### config.mk
export PLATFORM = sky130hd
export DESIGN_NAME = code_frame_collector
export DESIGN_NICKNAME = d
export VERILOG_FILES = /design/src/rtl/code_frame_collector.sv
export SDC_FILE = /design/constraint.sdc
export NUM_CORES = 1
export LEC_CHECK = 0
export BUFFER_PORTS_ARGS = -buffer_cell sky130_fd_sc_hd__buf_2
export CAP_MARGIN = 25
export CORE_MARGIN = 4
export CORE_UTILIZATION = 48
export CTS_CLUSTER_DIAMETER = 40
export DETAILED_ROUTE_END_ITERATION = 10
export GPL_ROUTABILITY_DRIVEN = 0
export MAX_ROUTING_LAYER = met4
export PLACE_DENSITY = 0.74
export SYNTH_ARGS = -nofsm -noshare
export SYNTH_HDL_FRONTEND = slang
export SYNTH_SLANG_ARGS = --single-unit
export TNS_END_PERCENT = 1
### constraint.sdc
create_clock -name clock -period 1.5 [get_ports clock]
set_input_delay 0.15 -clock clock [delete_from_list [all_inputs] [get_ports clock]]
set_output_delay 0.15 -clock clock [all_outputs]
set_load 0.01 [all_outputs]
### src/rtl/code_frame_collector.sv
// code_frame_collector: assembles a 6-bit code from a serial bit stream,
// presents it on a..f to a combinational validity checker, waits SETTLE
// cycles, then registers the checker verdict and keeps saturating tallies.
module code_frame_collector #(
    parameter int SETTLE = 2,
    parameter int CW     = 8
) (
    input  logic          clock,
    input  logic          reset,
    input  logic          bit_in,
    input  logic          bit_valid,
    output logic          bit_ready,
    input  logic          clear,
    output logic          a,
    output logic          b,
    output logic          c,
    output logic          d,
    output logic          e,
    output logic          f,
    input  logic          chk_valid,
    output logic          done,
    output logic          pass,
    output logic [CW-1:0] pass_count,
    output logic [CW-1:0] fail_count
);

    typedef enum logic {
        COLLECT,
        CHECK
    } state_t;

    localparam logic [3:0] SETTLE_LAST = 4'(SETTLE - 1);

    state_t     state;
    logic [5:0] code;
    logic [2:0] idx;
    logic [3:0] settle;

    assign {f, e, d, c, b, a} = code;

    // Reset and clear gate the handshake combinationally so no bit is taken
    // on an edge where either is asserted.
    assign bit_ready = (state == COLLECT) & ~reset & ~clear;

    // Frame collection, settle timing, result capture and tallies.
    always_ff @(posedge clock) begin
        if (reset) begin
            state      <= COLLECT;
            idx        <= '0;
            settle     <= '0;
            code       <= '0;
            done       <= 1'b0;
            pass       <= 1'b0;
            pass_count <= '0;
            fail_count <= '0;
        end else begin
            done <= 1'b0;
            case (state)
                COLLECT: begin
                    if (clear) begin
                        idx <= '0;
                    end else if (bit_valid && bit_ready) begin
                        code[idx] <= bit_in;
                        if (idx == 3'd5) begin
                            idx    <= '0;
                            settle <= '0;
                            state  <= CHECK;
                        end else begin
                            idx <= idx + 3'd1;
                        end
                    end
                end
                CHECK: begin
                    if (clear) begin
                        idx    <= '0;
                        settle <= '0;
                        state  <= COLLECT;
                    end else if (settle == SETTLE_LAST) begin
                        pass   <= chk_valid;
                        done   <= 1'b1;
                        settle <= '0;
                        state  <= COLLECT;
                        if (chk_valid) begin
                            if (pass_count != '1)
                                pass_count <= pass_count + 1'b1;
                        end else begin
                            if (fail_count != '1)
                                fail_count <= fail_count + 1'b1;
                        end
                    end else begin
                        settle <= settle + 4'd1;
                    end
                end
                default: state <= COLLECT;
            endcase
        end
    end

endmodule

---- After elaboration in Yosys (flattened, before gate mapping) ----
Index checks and enable logic that the tools add are counted.
operators by class
  add/subtract/negate cells ............... 4
  $lt $le $gt $ge ......................... 2
  equality and inequality tests ........... 9
  mux-type cells .......................... 21
  bitwise operators ....................... 6
  reduce and logical (&&, ||, !) cells .... 9
operator list
  operator               number
  $mux W4                5
  $add A8 B1 Y8 const B  2
  $ne A8 B8 Y1 const B   2
  $mux W3                4
  $reduce_and A5 Y1      2
  $reduce_and A3 Y1      3
  $pmux W4 S2            1
  $mux W1                7
  $bwmux W6              1
  $pmux W3 S2            1
  $add A4 B1 Y4 const B  1
  $eq A4 B1 Y1 const B   1
  $lt A3 B4 Y1 const B   1
  $ne A2 B1 Y1 const B   2
  $ne A2 B2 Y1 const B   2
  $not A1 Y1             4
  $add A3 B1 Y3 const B  1
  $demux W1 S3           1
  $eq A3 B3 Y1 const B   1
  $ge A3 B1 Y1 const B   1
  $ne A3 B2 Y1 const B   1
  $reduce_or A3 Y1       1
  $and A1 B1 Y1          2
  $logic_and A1 B1 Y1    2
  2 further kinds        2
storage, ports and cells
  register bits ........................... 32
  input port bits ......................... 6
  output and inout bits ................... 25

---- Depth between registers and ports, before layout ----
Gate-level depths: netlist of run 1.
  depth after elaboration ................. 7
  gate-level depth with buffers ........... 7
  depth with buffers taken out ............ 6

---- Least setup slack after synthesis of run 1 ----
Ideal clock, no wire load.
  path kind ............................... flip-flop to flip-flop
  start point ............................. register settle[0]
  end point ............................... register fail_count[3]
  library setup time ...................... 71 ps
  data arrival time ....................... 1567 ps
  required time ........................... 1429 ps
  path slack .............................. -138 ps
  cell stages (with the launch flop) ...... 6
  path buffers ............................ 0
  clock period less this slack ............ 1638 ps
  path through ............................ dfxtp_1 -> ha_1 -> nor3b_4 -> nand2_2 -> or4_1 -> a21oi_1
on the way
  longest elaborated chain between the ends .. 2
ends and longest elaborated chain
  element                      line  RTL
  start: declaration           37    logic [3:0] settle;
  start signal: assignment     91    settle <= settle + 4'd1;
  $eq A4 B1 Y1                 78    end else if (settle == SETTLE_LAST) begin
  $reduce_and A5 Y1 (no line)  -
  end signal: assignment       88    fail_count <= fail_count + 1'b1;
  end: declaration             24    output logic [CW-1:0] fail_count
No other way between the ends.
A chain may end at the register's enable or synchronous reset.

---- Worst setup path in the final report of run 1 ----
  start point ............................. register settle[1]
  end point ............................... register fail_count[7]
Same word-level chain as after synthesis.

==> results of run 1 <==
==> critical path, cell delays in order (launching register included) <==
cell and delay [ns]:
dfxtp_2 0.33, inv_2 0.06, ha_4 0.12, nor3b_4 0.21
buf_6 0.15, nand2_8 0.06, or4_4 0.52, a21oi_1 0.15
==> per-stage QoR <==
stage	hold slack [ns]	instance area, um2	util	setup slack (ns)
3_5_place_dp	0.4662	1846	0.6095	-0.1533
4_1_cts	0.1352	2028	0.6698	-0.1204
2_1_floorplan	0.2293	1520	-	-0.07695
3_3_place_gp	0.4472	1846	0.6095	-0.07719
6_report	0.1378	2064	0.6818	-0.1424
5_1_grt	0.1529	2064	0.6818	-0.2196
==> what timing repair did <==
item / in CTS / in global routing
setup buffers: 5 / 0
gates resized for setup: 16 / 9
gates cloned: 1 / 0
setup endpoints to repair: 17 / 22
pin swaps: 3 / 5
endpoints found under the hold margin: 0 / 0
==> layer usage <==
metal  global-route usage  vias to the layer above
li1                     -                      764
met1               0.2372                      724
met2               0.3574                       54
met3              0.07206                        9
met4              0.05541                        0
met5                    -                        -
==> area by class of cell <==
| cell class | instances | area (um2) |
|---|---|---|
| Clock buffer | 7 | 65.06 |
| Fill cell | 233 | 963.4 |
| Inverter | 3 | 11.26 |
| Multi-Input combinational cell | 129 | 932.1 |
| Sequential cell | 32 | 644.4 |
| Tap cell | 44 | 55.05 |
| Timing Repair Buffer | 56 | 356.6 |
==> placed cells by master (no fill, tap or decap), types with 2 or more instances in the layout <==
cell type | synthesis | layout
nand2_1 | 8 | 8
buf_4 | 0 | 23
and3_1 | 2 | 2
ha_1 | 4 | 3
buf_2 | 1 | 30
a31oi_1 | 5 | 4
dfxtp_1 | 32 | 29
dfxtp_2 | 0 | 3
or3b_2 | 3 | 2
nor3b_4 | 1 | 2
nand3_4 | 0 | 2
or4_1 | 8 | 7
o31ai_2 | 0 | 2
or3_1 | 3 | 2
mux2i_1 | 7 | 7
and4_1 | 2 | 2
inv_1 | 3 | 2
o41ai_1 | 4 | 3
nand3_1 | 10 | 10
clkbuf_4 | 0 | 5
buf_6 | 0 | 3
a21oi_1 | 17 | 17
clkbuf_8 | 0 | 2
o31ai_1 | 5 | 3
nor3_1 | 9 | 9
o21ai_0 | 6 | 6
nor2_1 | 15 | 14
==> how the worst max path moves through the flow <==
stage	slack (ns)	cells after the start	end	from
2_1_floorplan	-0.08	7	pass_count[7]	settle[1]
3_3_place_gp	-0.08	7	fail_count[7]	settle[1]
3_5_place_dp	-0.15	6	pass_count[6]	settle[1]
4_1_cts	-0.12	7	fail_count[7]	settle[1]
5_1_grt	-0.22	8	fail_count[3]	settle[1]
6_report	-0.14	7	fail_count[7]	settle[1]
==> power breakdown <==
| group | switching, W | internal [W] |
|---|---|---|
| clock network | 0.000296 | 0.000266 |
| registers | 0.00000206 | 0.000852 |
| logic | 0.0000374 | 0.0000202 |
==> state kept, by name (all words and copies together), names as in the netlist <==
signal	cells
idx	3
pass_count	8
state	1
code	6
settle	4
done	1
pass	1
fail_count	8
==> cells by family (layout without fill, tap and decap cells) <==
family                     Yosys count  after routing  share of synthesized area
buffers and inverters               11             66                    0.02812
muxes                                7              7                    0.04632
and+or+nand+nor                     74             75                     0.2928
adders and majority gates            4              4                    0.03309
DFF                                 32             32                     0.4235
AOI/OAI and AO/OA                   43             43                     0.1762
==> impl_results.md, run 1 <==
* Count leader, synth: dfxtp_1
* Mapped Area at 1513 um2
* Setup TNS at -0.7757 ns
* Initial antenna violation count at 0
* Vias in the first global route at roughly 1500
* PwrDens at slightly above 700 nW/um2
* Post-route DRC at 0
* Slew HR at 0.7017
* Outcome: finished with violations
* Seq/Total Area, Yosys at 0.4235
* CTS tree: yes
* Critical path capture point type: flop
* Hold Path End: code[0]
* DIE HEIGHT at 64.14 um
* VDD IR max at between 0.0005 and 0.0006 V
* FFs w/ async S/R, synth at 0
* Worst r2r path cells at 7
* ANT cells at 0
* Gr ovfl total at 0
* Vias/cell at roughly 5.7
* FF-to-FF setup slack at -0.14 ns
* Worst-margin pin slew at approximately 0.45 ns
* Worst endpoint required time at between 1.5 and 2 ns
* Min-delay src: bit_in
* Post-synth cell types at 40
* DR WL met2 at 1957 um
* Crit path DAT at roughly 1.9 ns
* Crit Path Category: flop to flop
* Placed cells at 258
* Synthesized flop and latch total at 32
* Ys flop type: dfxtp_1
* Layout cell share with drive strength beyond 1 at 0.3833
* Clk buf depth at 2
* Total power at around 0.0015 W
* Max layer used: met4
* All-Layer GR Usage at 0.2108
* Die footprint at between 4000 and 5000 um2
* WL met1 at between 1500 and 2000 um
* Ranking of synthesized cells by area: dfxtp_1 42%, a21oi_1 5.6%, mux2i_1 4.6%
* Num rows at 20
* Syn Nets at between 150 and 200
* Pin count of the biggest net entering global routing at 33
* Average size of a mapped cell at approximately 9 um2
* TritonCTS Sinks at 32
* Die X-Extent at roughly 64 um
* CTS HTree Levels at 2
* Nets at roughly 240
* Max-cap viol count at 0
* Crit share post-route at 1.095
* Reg clk slew, reported paths at 0.10 ns
* DR vias at approximately 1600
* Initial Utilization at 0.4996
* Final wirelength at between 3000 and 4000 um
* Cts bufs inserted at 5
* Hold Path Depth at 3
* Crit Reg-Reg Startpoint: settle[1]
* Leak Pwr at 0.8516 nW
* Cells after Synth at 171
* Max Clock Freq at a little over 600 MHz
* Top-level port count at 31
* Starting DRC count in detailed routing at approximately 120
* Root buf cell: clkbuf_4
* Crit Reg-Reg Endpoint: fail_count[7]
* Fin. Hold Viols at 0
* Routed Antenna Nets at 0
* Port-buffer cells at 30
* Area leader, netlist: dfxtp_1
* Routed wl met3 at ~260 um
* Share of the synthesized area in the top cell type at 0.4235
* DR WL/cell at ~15 um
* HP Class: input pin to flop
* Final setup fails at 11
* PnR worst setup slack at -0.1424 ns
* Synth cell count leaders: 32 x dfxtp_1, 17 x a21oi_1, 15 x nor2_1
* Post-synth EDFFs at 0
* RSZ-0062 raised after global routing: yes
* CORE AREA at ~3000 um2
* Critical path startpoint category: flop
* Global-route wire length before repair at roughly 6800 um
* Max-slew violation count at 0
* Pre-antenna DRT Iters at 4
* Area growth syn-to-layout at 36.48%
* Failing checks: negative setup slack
* # hold bufs at CTS at 0
* CP max FO at 6
* Final worst path period need at between 1.5 and 2 ns
* Final std cells w/o fill at ~270
* Later-pin clock latency in the skew report at 0.34 ns
* Ys Warns at 0
* Clock skew at between 0.009 and 0.01 ns
* Hpwl dp at ~2700 um
Power figures use the tool's default switching activity.
==> run 2: changes to the inputs <==
--- a/config.mk
+++ b/config.mk
@@ -5,15 +5,17 @@
 export SDC_FILE = /design/constraint.sdc
 export NUM_CORES = 1
 export LEC_CHECK = 0
+export ABC_AREA = 1
 export BUFFER_PORTS_ARGS = -buffer_cell sky130_fd_sc_hd__buf_2
 export CAP_MARGIN = 25
 export CORE_MARGIN = 4
-export CORE_UTILIZATION = 48
+export CORE_UTILIZATION = 50
 export CTS_CLUSTER_DIAMETER = 40
 export DETAILED_ROUTE_END_ITERATION = 10
 export GPL_ROUTABILITY_DRIVEN = 0
+export GPL_TIMING_DRIVEN = 0
 export MAX_ROUTING_LAYER = met4
-export PLACE_DENSITY = 0.74
+export PLACE_DENSITY = 0.75
 export SYNTH_ARGS = -nofsm -noshare
 export SYNTH_HDL_FRONTEND = slang
 export SYNTH_SLANG_ARGS = --single-unit
==> run 2 against run 1 <==
Net effect:
- the run now ends clean
- worst setup slack better by 0.21 ns
- routed wire length shrank 4.3%
- fmax is 14% higher
- cell count grew 31%
- largest power group unchanged
- largest cell class unchanged
==> impl_results.md, run 2 <==
* Post-synth EDFFs at 0 (unchanged)
* Worst r2r path cells at 6 (-1)
* Setup TNS at 0 ns (+0.7757 ns)
* Crit path DAT at 1.66 ns (-0.26 ns)
* Later-pin clock latency in the skew report at 0.34 ns (about the same)
* Reg clk slew, reported paths at 0.11 ns (about the same)
* Layout cell share with drive strength beyond 1 at 0.2201 (-0.1632)
* # hold bufs at CTS at 0 (unchanged)
* All-Layer GR Usage at 0.1893 (-0.02150)
* Top-level port count at 31 (unchanged)
* FFs w/ async S/R, synth at 0 (unchanged)
* DR WL/cell at 10.70 um (-27%)
* Die footprint at 4531 um2 (+10%)
* Worst-margin pin slew at 0.4539 ns (+0.006921 ns)
* Crit share post-route at 0.9574 (-0.1375)
* PwrDens at 791.2 nW/um2 (+11%)
* Crit Path Category: flop to flop
* Mapped Area at 1759 um2 (+16%)
* Pin count of the biggest net entering global routing at 11 (-67%)
* Cts bufs inserted at 5 (unchanged)
* Final std cells w/o fill at 355 (+31%)
* Area share of xor/xnor cells in the synthesized design at 0.01494 (+0.01494)
* Placed cells at 345 (+34%)
* Sequential power share at 0.512 (-0.067)
* Post-route DRC at 0 (unchanged)
* Clock skew at 0.01155 ns (+0.002385 ns)
* Fill cells at 353 (+52%)
* Port-buffer cells at 29 (-3.3%)
* Max-slew violation count at 0 (unchanged)
* Starting DRC count in detailed routing at 106 (-15%)
* Max-cap viol count at 0 (unchanged)
* Synth Area in Compound Gates at 0.09886 (-0.07732)
* Internal at 0.001314 W (+16%)
* Gr ovfl total at 0 (unchanged)
* Commonest non-fill, non-tap cell in the layout: nand2_1
* Psw at 0.0003556 W (+5.9%)
* Synth cell count leaders: 78 x nand2_1, 36 x nor2_1, 32 x dfxtp_1
* Final instance area at 2111 um2 (+2.2%)
* VDD IR max at 0.0005725 V (+1.0%)
* CTS HTree Levels at 2 (unchanged)
* Vias/cell at 4.980 (-13%)
* CP max FO at 8 (+2)
* Seq/Total Area, Yosys at 0.3642 (-0.05934)
* Logic pwr share at 0.037 (-0.002)
* Critical path capture point type: flop
* Leak Pwr at 0.9102 nW (+6.9%)
* Worst endpoint required time at 1.72 ns (-0.06 ns)
* Leading cell types in the layout, fill and taps excluded: 76 x nand2_1, 34 x nor2_1, 31 x inv_1, 31 x buf_2, 27 x dfxtp_1
* Critical path startpoint category: flop
* Global-route wire length before repair at 6348 um (-6.3%)
* ANT cells at 0 (unchanged)
* Ys flop type: dfxtp_1
* Num rows at 21 (+5.0%)
* Initial Utilization at 0.5231 (+0.02348)
* Register area at 646.9 um2 (+0.39%)
* Multi-input logic area at 998.5 um2 (+7.1%)
* Placement-stage cell area at 1962 um2 (+6.3%)
* Syn Nets at 280 (+55%)
* Pre-antenna DRT Iters at 4 (unchanged)
* Hold Path Depth at 2 (-1)
* Largest regs: fail_count x8, pass_count x8, code x6
* Outcome: finished, final reports clean
* Crit path largest cell delay at 0.41 ns (-0.11 ns)
* CP cell instances: ha_2 -> nand3_2 -> nor2_4 -> nand2_4 -> o21ai_0 -> nor2_1
* Hpwl dp at 2738 um (+1.7%)
* Sw frac at 0.2129 (-0.01498)
* Nets at 318 (+34%)
* Cells after Synth at 270 (+58%)
* DR vias at 1768 (+14%)
* Post-synth cell types at 23 (-43%)
* CTS tree: yes
* RSZ-0062 raised after global routing: yes
* Max Clock Freq at 696.3 MHz (+14%)
* HP Class: input pin to flop
* Max stage delay cell, worst path: dfxtp_1
* Area growth syn-to-layout at 19.99%
* Die X-Extent at 67.32 um (+5.0%)
* Ys Warns at 0 (unchanged)
* Hold WS at 0.02632 ns (-0.1115 ns)
* Final setup fails at 0 (-11)
* Simple-Gate Fraction of Synth Area at 0.4068 (+0.1140)
* Clk buf depth at 2 (unchanged)
* Slew HR at 0.6974 (-0.004293)
* Adder-cell share of the synthesized area at 0.02845 (-0.004636)
* DIE HEIGHT at 67.32 um (+5.0%)
* CORE AREA at 3363 um2 (+11%)
* Root buf cell: clkbuf_4
* Area leader, netlist: dfxtp_1
* Fin. Hold Viols at 0 (unchanged)
* Final worst path period need at 1.436 ns (-0.2062 ns)
* Routed Antenna Nets at 0 (unchanged)
* Average size of a mapped cell at 6.516 um2 (-26%)
* Count leader, synth: nand2_1
* Total power at 0.001670 W (+13%)
* Main combinational cell family by area after synthesis: simple AND/OR/NAND/NOR gates
* Clock network power share at 0.451 (+0.070)
* Vias in the first global route at 1453 (-4.8%)
* Mux cell area share after synthesis at 0 (-0.04632)
* Final wirelength at 3800 um (-4.3%)
* Synthesized flop and latch total at 32 (unchanged)
* Ranking of synthesized cells by area: dfxtp_1 36%, nand2_1 17%, nor2_1 7.7%
* Initial antenna violation count at 0 (unchanged)
* Share of the synthesized area in the top cell type at 0.3642 (-0.05934)
* TritonCTS Sinks at 32 (unchanged)
[run 2: per-layer routing]
layer  track usage  part of all wire  vias to the layer above
met5             -                 0                        -
met4       0.06076             0.013                        0
met3       0.04160             0.059                        7
met2        0.2982              0.45                       45
met1        0.2409              0.48                      778
li1              -                 -                      938
[run 2: cells by family after synthesis]
family,after synthesis
AND/OR/NAND/NOR,159
buffers and inverters,38
AO/OA/AOI/OAI,34
flip-flops,32
adder cells (fa/ha/maj),4
XOR/XNOR,3
[run 2: power groups by stage]
stage | registers [W] | logic (W) | clock network, W
6_report | 0.000855 | 0.0000626 | 0.000753
5_1_grt | 0.000856 | 0.0000709 | 0.000806
4_1_cts | 0.000855 | 0.0000635 | 0.000767
3_5_place_dp | 0.000874 | 0.0000633 | 0
3_3_place_gp | 0.000874 | 0.0000625 | 0
2_1_floorplan | 0.000875 | 0.0000391 | 0
[run 2: metrics by stage]
step                        util  setup slack [ns]
final                     0.6276           0.06383
after CTS                 0.6153           0.01356
after global routing      0.6276          -0.03117
after detailed placement  0.5833           0.02024
after floorplan                -            0.1504
after global placement    0.5833           0.04448
[run 2: what timing repair did]
item / in CTS / in global routing
gates cloned: 0 / 0
pin swaps: 0 / 1
setup endpoints to repair: 4 / 16
buffers inserted: 0 / 2
resized for setup: 4 / 12
[run 2: final timing paths]
kind,start,to,slack (ns)
setup / recovery,settle[0],pass_count[0],0.06
hold / removal,reset,state,0.03
setup reg to reg,settle[0],pass_count[0],0.06
hold reg to reg,code[2],code[2],0.49
[run 2: worst max-delay path: cells and delay by family, from the launching register on]
kind / cells / cell delay (ns)
compound gates: 1 / 0.18
simple gates: 4 / 0.48
flops: 1 / 0.41
fa+ha+maj: 1 / 0.25
[run 2: area by class of cell]
type	count	share of cell area
Sequential cell	32	0.3065
Tap cell	46	0.02727
Inverter	33	0.05868
Clock inverter	1	0.01423
Clock buffer	7	0.03082
Buffer	5	0.01363
Multi-Input combinational cell	200	0.4730
Timing Repair Buffer	31	0.07587
==> run 3: changes to the inputs <==
--- a/config.mk
+++ b/config.mk
@@ -5,17 +5,16 @@
 export SDC_FILE = /design/constraint.sdc
 export NUM_CORES = 1
 export LEC_CHECK = 0
-export ABC_AREA = 1
 export BUFFER_PORTS_ARGS = -buffer_cell sky130_fd_sc_hd__buf_2
 export CAP_MARGIN = 25
 export CORE_MARGIN = 4
-export CORE_UTILIZATION = 50
+export CORE_UTILIZATION = 48
 export CTS_CLUSTER_DIAMETER = 40
 export DETAILED_ROUTE_END_ITERATION = 10
 export GPL_ROUTABILITY_DRIVEN = 0
 export GPL_TIMING_DRIVEN = 0
 export MAX_ROUTING_LAYER = met4
-export PLACE_DENSITY = 0.75
+export PLACE_DENSITY = 0.74
 export SYNTH_ARGS = -nofsm -noshare
 export SYNTH_HDL_FRONTEND = slang
 export SYNTH_SLANG_ARGS = --single-unit
==> run 3 against run 2 <==
Net effect:
- the run now ends with negative setup slack left
- non-clock buffer count is 8 higher
- fmax down 14%
- sequential cell count stayed put
- global-route usage increased by 1.7 points
- combinational power fell by 15%
- register-to-register slack got worse by 0.23 ns
- first-iteration DRC count is 8.5% lower
- hold slack better by 0.073 ns
- cell count shrank 26%
- via count shrank 14%
- worst setup slack lost 0.23 ns
- power down 6.8%
- critical endpoint is now fail_count[5]
- largest cell class unchanged
==> impl_results.md, run 3 (same netlist as run 1, synthesis figures left out) <==
* Max stage delay cell, worst path: or4_4
* Pre-antenna DRT Iters at 4 (unchanged)
* CTS tree: yes
* Area growth syn-to-layout at 36.15%
* Min-delay src: clear
* Die footprint at 4113 um2 (-9.2%)
* Global-route wire length before repair at 6548 um (+3.2%)
* Final setup fails at 17 (+17)
* Final instance area at 2059 um2 (-2.4%)
* Reg clk slew, reported paths at 0.11 ns (about the same)
* Critical path startpoint category: flop
* Placed cells at 244 (-29%)
* PnR worst setup slack at -0.1682 ns (-0.2320 ns)
* Clock skew at 0.01390 ns (+0.002344 ns)
* Clock network power share at 0.417 (-0.034)
* Psw at 0.0003386 W (-4.8%)
* Fin. Hold Viols at 0 (unchanged)
* Crit Path Category: flop to flop
* Hpwl dp at 2496 um (-8.9%)
* Failing checks: negative setup slack
* Hold Path End: idx[1]
* Nets at 226 (-29%)
* Final wirelength at 4013 um (+5.6%)
* Starting DRC count in detailed routing at 97 (-8.5%)
* Max-slew violation count at 0 (unchanged)
* Num rows at 20 (-4.8%)
* Cts bufs inserted at 5 (unchanged)
* CORE AREA at 3028 um2 (-10%)
* Port-buffer cells at 29 (unchanged)
* Later-pin clock latency in the skew report at 0.34 ns (about the same)
* Setup TNS at -1.723 ns (-1.723 ns)
* Vias/cell at 5.835 (+17%)
* Final Core Density at 0.6802 (+0.05256)
* Slew HR at 0.6320 (-0.06536)
* Worst-margin pin slew at 0.5520 ns (+0.09804 ns)
* FF-to-FF setup slack at -0.17 ns (-0.23 ns)
* VDD IR max at 0.0007755 V (+35%)
* CP max FO at 5 (-3)
* Max-cap viol count at 0 (unchanged)
* Hold Path Depth at 2 (unchanged)
* Layout cell share with drive strength beyond 1 at 0.3963 (+0.1762)
* DIE HEIGHT at 64.14 um (-4.7%)
* HP Class: input pin to flop
* CP Launch Point: settle[1]
* CTS HTree Levels at 2 (unchanged)
* Crit path largest cell delay at 0.42 ns (about the same)
* Leading cell types in the layout, fill and taps excluded: 31 x buf_2, 25 x dfxtp_1, 15 x nor2_1
* Final std cells w/o fill at 261 (-26%)
* Max Clock Freq at 599.4 MHz (-14%)
* All-Layer GR Usage at 0.2060 (+0.01672)
* Root buf cell: clkbuf_4
* Leak Pwr at 0.7975 nW (-12%)
* DR WL/cell at 15.38 um (+44%)
* Outcome: finished with violations
* Clk buf depth at 2 (unchanged)
* Internal at 0.001217 W (-7.4%)
* Vias in the first global route at 1428 (-1.7%)
* CP cell instances: inv_2 -> ha_4 -> nor3b_4 -> buf_6 -> buf_8 -> nand2_8 -> or4_4 -> a21oi_2
* DR vias at 1523 (-14%)
* Critical path capture point type: flop
* Die X-Extent at 64.14 um (-4.7%)
* Initial antenna violation count at 0 (unchanged)
* TritonCTS Sinks at 32 (unchanged)
* Hold WS at 0.09916 ns (+0.07284 ns)
* Routed Antenna Nets at 0 (unchanged)
* Post-route DRC at 0 (unchanged)
* PwrDens at 755.4 nW/um2 (-4.5%)
* Worst r2r path cells at 8 (+2)
* Sw frac at 0.2176 (+0.004710)
* # hold bufs at CTS at 0 (unchanged)
* Crit path DAT at 1.93 ns (+0.27 ns)
* Placement-stage cell area at 1720 um2 (-12%)
* Gr ovfl total at 0 (unchanged)
* Fill cells at 248 (-30%)
* Logic pwr share at 0.034 (-0.003)
* ANT cells at 0 (unchanged)
* Commonest non-fill, non-tap cell in the layout: buf_2
* Worst endpoint required time at 1.76 ns (+0.04 ns)
* Top-level port count at 31 (unchanged)
* Sequential power share at 0.549 (+0.037)
* Crit Reg-Reg Endpoint: fail_count[5]
* Final worst path period need at 1.668 ns (+0.2320 ns)
* Crit share post-route at 1.112 (+0.1547)
* Initial Utilization at 0.4996 (-0.02348)
* RSZ-0062 raised after global routing: yes
* Largest regs: fail_count x8, pass_count x8, code x6
* Pin count of the biggest net entering global routing at 11 (unchanged)
* Crit Reg-Reg Startpoint: settle[1]
[run 3: stage by stage]
step,setup slack (ns),total power (W)
global route,-0.2579,0.001614
finish,-0.1682,0.001556
detailed placement,-0.3985,0.0009221
floorplan,-0.07695,0.0009010
CTS,-0.1403,0.001564
global placement,-0.2755,0.0009208
[run 3: critical path: cells and delay by family (launching register included)]
kind	cells	cell delay [ns]
adders and majority gates	1	0.12
buffers and inverters	3	0.34
and+or+nand+nor	3	0.65
DFF	1	0.35
AOI/OAI and AO/OA	1	0.14
[run 3: area by class of cell]
type | count | area, um2 | share of cell area
Clock inverter | 2 | 35.03 | 0.01701
Multi-Input combinational cell | 130 | 1006 | 0.4885
Buffer | 8 | 42.54 | 0.02066
Sequential cell | 32 | 649.4 | 0.3153
Timing Repair Buffer | 36 | 219.0 | 0.1063
Clock buffer | 6 | 41.29 | 0.02005
Inverter | 3 | 11.26 | 0.005468
Tap cell | 44 | 55.05 | 0.02673
[run 3: how the worst max path moves through the flow]
stage / to / slack (ns) / cells past startpoint
after floorplan: pass_count[7] / -0.08 / 7
after global placement: pass_count[7] / -0.28 / 7
after detailed placement: pass_count[7] / -0.40 / 7
after CTS: fail_count[7] / -0.14 / 8
after global routing: fail_count[5] / -0.26 / 8
final: fail_count[5] / -0.17 / 8
[run 3: power by group through the flow]
stage                     combinational, W  clock (W)  sequential, W
final                            0.0000534   0.000649       0.000853
after global routing             0.0000592   0.000700       0.000854
after CTS                        0.0000521   0.000658       0.000853
after detailed placement         0.0000490          0       0.000873
after global placement           0.0000479          0       0.000873
after floorplan                  0.0000277          0       0.000873
[run 3: what timing repair did]
| action | 4_1_cts | 5_1_grt |
|---|---|---|
| endpoints found under the setup margin | 17 | 23 |
| pin swaps | 5 | 6 |
| resized for setup | 25 | 22 |
| buffers inserted | 5 | 1 |
| gates cloned | 3 | 0 |
[run 3: per-layer routing]
| layer | share of wire | routed length, um | up-vias | GRT usage |
|---|---|---|---|---|
| met5 | 0 | 0 | - | - |
| met4 | 0.0055 | 22 | 0 | 0.04222 |
| met3 | 0.051 | 203 | 4 | 0.06503 |
| met2 | 0.50 | 2000 | 48 | 0.3445 |
| met1 | 0.45 | 1787 | 730 | 0.2440 |
| li1 | - | - | 741 | - |
